<file path="src/rtl/pc_sequencer.sv">
// Fetch/decode/execute sequencer: drives PC, IR, instruction-memory and execution-unit handshakes.
// Optional fetch timeout fault enabled by defining PC_SEQ_TIMEOUT_EN.
module pc_sequencer #(
    parameter int unsigned MEM_TIMEOUT = 16
) (
    input  logic       clk,
    input  logic       rst,
    input  logic [3:0] ir_op,
    input  logic       flag_z,
    input  logic       flag_n,
    input  logic       mem_ack,
    input  logic       eu_done,
    input  logic       go,
    output logic       mem_rd,
    output logic       ir_ld,
    output logic       pc_inc,
    output logic       pc_ld,
    output logic       eu_start,
    output logic       halted,
    output logic       fault,
    output logic [2:0] state
);

    localparam int unsigned CNT_W = $clog2(MEM_TIMEOUT) + 1;

    typedef enum logic [2:0] {
        RST_WAIT   = 3'd0,
        FETCH      = 3'd1,
        DECODE     = 3'd2,
        EXEC_START = 3'd3,
        EXEC_WAIT  = 3'd4,
        BRANCH     = 3'd5,
        HALT       = 3'd6
    } state_t;

    state_t state_q, state_d;
    logic   fault_q, fault_d;
    logic   timeout_c;

`ifdef PC_SEQ_TIMEOUT_EN
    logic [CNT_W-1:0] cnt_q, cnt_d;

    // Last permitted FETCH cycle reached with no acknowledge.
    assign timeout_c = (state_q == FETCH) && !mem_ack &&
                       (cnt_q == CNT_W'(MEM_TIMEOUT - 1));

    // Counts consecutive un-acked FETCH cycles; restarts on every FETCH entry.
    always_comb begin
        cnt_d = cnt_q;
        if (state_q == FETCH) begin
            cnt_d = mem_ack ? '0 : cnt_q + CNT_W'(1);
        end
        if (state_d == FETCH && state_q != FETCH) begin
            cnt_d = '0;
        end
    end

    always_ff @(posedge clk or negedge rst) begin
        if (!rst) begin
            cnt_q <= '0;
        end else begin
            cnt_q <= cnt_d;
        end
    end
`else
    logic [31:0] unused_timeout;

    assign timeout_c      = 1'b0;
    assign unused_timeout = 32'(CNT_W) ^ 32'(MEM_TIMEOUT);
`endif

    // Next-state and control decode; ir_ld/pc_inc follow mem_ack within the FETCH cycle.
    always_comb begin
        state_d  = state_q;
        fault_d  = fault_q;
        mem_rd   = 1'b0;
        ir_ld    = 1'b0;
        pc_inc   = 1'b0;
        pc_ld    = 1'b0;
        eu_start = 1'b0;
        halted   = 1'b0;
        case (state_q)
            RST_WAIT: state_d = FETCH;
            FETCH: begin
                mem_rd = 1'b1;
                if (mem_ack) begin
                    ir_ld   = 1'b1;
                    pc_inc  = 1'b1;
                    state_d = DECODE;
                end else if (timeout_c) begin
                    fault_d = 1'b1;
                    state_d = HALT;
                end
            end
            DECODE: begin
                if (ir_op == 4'hF) begin
                    state_d = HALT;
                end else if (ir_op >= 4'hC) begin
                    state_d = BRANCH;
                end else begin
                    state_d = EXEC_START;
                end
            end
            EXEC_START: begin
                eu_start = 1'b1;
                state_d  = EXEC_WAIT;
            end
            EXEC_WAIT: begin
                if (eu_done) begin
                    state_d = FETCH;
                end
            end
            BRANCH: begin
                case (ir_op)
                    4'hC:    pc_ld = 1'b1;
                    4'hD:    pc_ld = flag_z;
                    4'hE:    pc_ld = flag_n;
                    default: pc_ld = 1'b0;
                endcase
                state_d = FETCH;
            end
            HALT: begin
                halted = 1'b1;
                if (go) begin
                    fault_d = 1'b0;
                    state_d = FETCH;
                end
            end
            default: state_d = RST_WAIT;
        endcase
    end

    always_ff @(posedge clk or negedge rst) begin
        if (!rst) begin
            state_q <= RST_WAIT;
            fault_q <= 1'b0;
        end else begin
            state_q <= state_d;
            fault_q <= fault_d;
        end
    end

`ifdef PC_SEQ_TIMEOUT_EN
    assign fault = fault_q;
`else
    assign fault = 1'b0;
`endif

    assign state = state_q;

endmodule

</file>
<file path="config.mk">
export PLATFORM = sky130hd
export DESIGN_NAME = pc_sequencer
export DESIGN_NICKNAME = d
export VERILOG_FILES = /design/src/rtl/pc_sequencer.sv
export SDC_FILE = /design/constraint.sdc
export NUM_CORES = 1
export LEC_CHECK = 0
export ABC_AREA = 1
export CORE_AREA = 10 10 47 49
export CTS_CLUSTER_SIZE = 40
export DETAILED_ROUTE_END_ITERATION = 16
export DIE_AREA = 0 0 57 59
export GPL_TIMING_DRIVEN = 0
export PLACE_DENSITY = 0.58
export SYNTH_ARGS = -nofsm -noshare
export SYNTH_HDL_FRONTEND = slang
export SYNTH_SLANG_ARGS = --single-unit
</file>
<file path="constraint.sdc">
create_clock -name clk -period 1.1 [get_ports clk]
set_input_delay 0.22 -clock clk [delete_from_list [all_inputs] [get_ports clk]]
set_output_delay 0.22 -clock clk [all_outputs]
set_load 0.005 [all_outputs]
</file>
==> impl_metrics.ini <==
[outcome]
status = complete, but fails checks
violations = negative setup slack

[timing]
rsz0062_at_grt = yes
hold_viol_final = 0
finalCritPeriodShare_pct = 124.2
setup_ws_ns = -0.2665
finalMaxSlewViolations = 0
fmax_ghz = 0.7318
worst_clock_skew_ns = 0.002435
period_minus_slack_ns = 1.366
finalSetupViolations = 9
hold-worst-slack_ns = 0.1731

[worst_setup_path]
required_ns = 0.88
endpoint_kind = output pin
cp_max_fo = 4
critPathArrivalTime_ns = 1.15
start_kind = flop
critPathKind = flop to output pin

[die]
die_h_um = 59
num_rows = 14
die_x_um = 57
io_pins = 21
dieArea_sq_um = 3363
start_util_pct = 19.37
core_area_sq_um = 1401

[detailed_routing]
drt_iter0_markers = 6
ant_nets = 0
wirelength_um = 1064
dr_total_vias = 382
dr.pass1.iters = 2
viasPerCell = 4.152
wl_per_cell_um = 11.57
drcViolationCount = 0

[cells_and_area]
layout.cells.most_common = nand2_1
diodes = 0
nets = 88
drive_above_1_share_pct = 44.74
syn_to_final_growth_pct = 112.4
largest_reg_flops = 3
nFillCells = 155
finish.instance_area_sq_um = 576.8
mostFrequentLayoutCells = nand2_1 (12), clkdlybuf4s50_1 (8), buf_4 (7)
finalCoreUtilization_pct = 41.16
stdcell_count = 92

[placement]
placed_cells = 80
io_buffers = 19
routabilityCongestion = 0.7000
post_dp_cell_area_sq_um = 484.2
dp_hpwl_um = 724.4

[global_routing]
antenna_found_initial = 0
overflow = 0
grt_usage_pct = 6.068
grt_max_degree = 8
grt_pass1_wl_um = 1593
grt_pass1_vias = 384

[pwr]
p_leak_uw = 0.0003007
clkPwrFrac_pct = 14.3
intPower_uw = 794.9
sequentialPowerShare_pct = 18.3
power_switching_uw = 526.2
ir_drop_v = 0.001144
combPwrFrac_pct = 67.4
switching_share_pct = 39.83
cellPowerDensity_nw_per_um2 = 2290

[logic_synthesis]
ys_types = 17
ys_seq_area_share_pct = 27.65
synth_cells = 45
netlist_area_sq_um = 271.5
synth_nets = 56
ys_warn_count = 0
synth-seq-cells = 3
synth_area_per_cell_sq_um = 6.034

[clock_network]
cts_root_buf = clkbuf_4
path_clk_slew_ns = 0.04
worst_skew_pair.late_latency_ns = 0.23
clock_path_buffers = 2
numClockSinks = 3
numCtsBuffers = 3
h-tree-depth = 1
cts_tree = built

[job]
maxCapViolCount = 0

[min_path]
worstHoldPathType = input port to async pin
## power groups by stage
stage	clock network, uW	logic (uW)	registers, uW
global placement	0	626	263
global route	220	979	246
detailed placement	0	624	260
floorplan	0	290	251
CTS	203	844	232
finish	189	891	241
## worst max-delay path, cell delays in order, from the launching register on
cell and delay [ns]:
dfrtp_1 0.39, buf_6 0.14, nor2_4 0.07, nand4_1 0.08, a21oi_1 0.12, buf_2 0.13
## stage by stage
| stage | TNS [ns] | power [uW] | setup slack [ns] |
|---|---|---|---|
| 6_report | -1.384 | 1321 | -0.2665 |
| 5_1_grt | -1.995 | 1445 | -0.3780 |
| 3_5_place_dp | -3.357 | 883.8 | -0.7403 |
| 2_1_floorplan | 0 | 541.3 | 0.02741 |
| 4_1_cts | -1.535 | 1279 | -0.2625 |
| 3_3_place_gp | -3.352 | 888.5 | -0.7323 |
## path summary, 6_finish.rpt
path                           from        to  slack [ns]  depth (start not counted)
max reg2reg                state[1]  state[0]        0.05                          5
min                             rst  state[2]        0.17                          1
min reg2reg                state[2]  state[1]        0.64                          3
max                        state[1]     pc_ld       -0.27                          5
min in group clk           ir_op[2]  state[2]        0.60                          6
max in group asynchronous       rst  state[0]        0.77                          1
## what timing repair did
item	in CTS	in global routing
hold buffers	0	0
setup endpoints to repair	9	10
gates cloned	0	0
buffers inserted	8	0
pin swaps	7	4
gates resized for setup	41	6
## logic make-up after synthesis
group / synth area share, %
buf+inv: 16.59
compound gates: 11.52
other cells: 1.381
simple gates: 42.86
flops: 27.65
## layout make-up
type	instances	area (sq um)	share of cell area (%)
inverter	8	32.53	5.640
buffer	2	15.01	2.603
sequential	3	77.57	13.45
timing repair buffer	27	236.5	41.00
tap	16	20.02	3.471
multi-input combinational	32	168.9	29.28
clock buffer	4	26.28	4.555
## routing by layer
layer  vias up  part of all wire [%]  routed length [um]  global-route usage, %
met5         -                     0                   0                      0
met1       165                    40                 426                  6.347
met2        14                    50                 530                  9.147
met4         0                     0                   0                  2.013
li1        203                     -                   -                      -
met3         0                    10                 107                  4.721
## cell usage after synthesis
library cell	count	area share, %
nand2_1	12	17
nor2_1	7	9.7
inv_1	4	5.5
inv_2	4	5.5
dfrtp_1	3	28
buf_4	2	5.5
nand3_1	2	3.7
nand4_1	2	4.6
a21oi_1	1	1.8
conb_1	1	1.4
nand3_2	1	3.7
nand3b_1	1	2.8
nor3_1	1	1.8
o211ai_1	1	2.8
o21ai_0	1	1.8
o21ai_1	1	1.8
o21ai_2	1	3.2
Power figures use the tool's default switching activity.
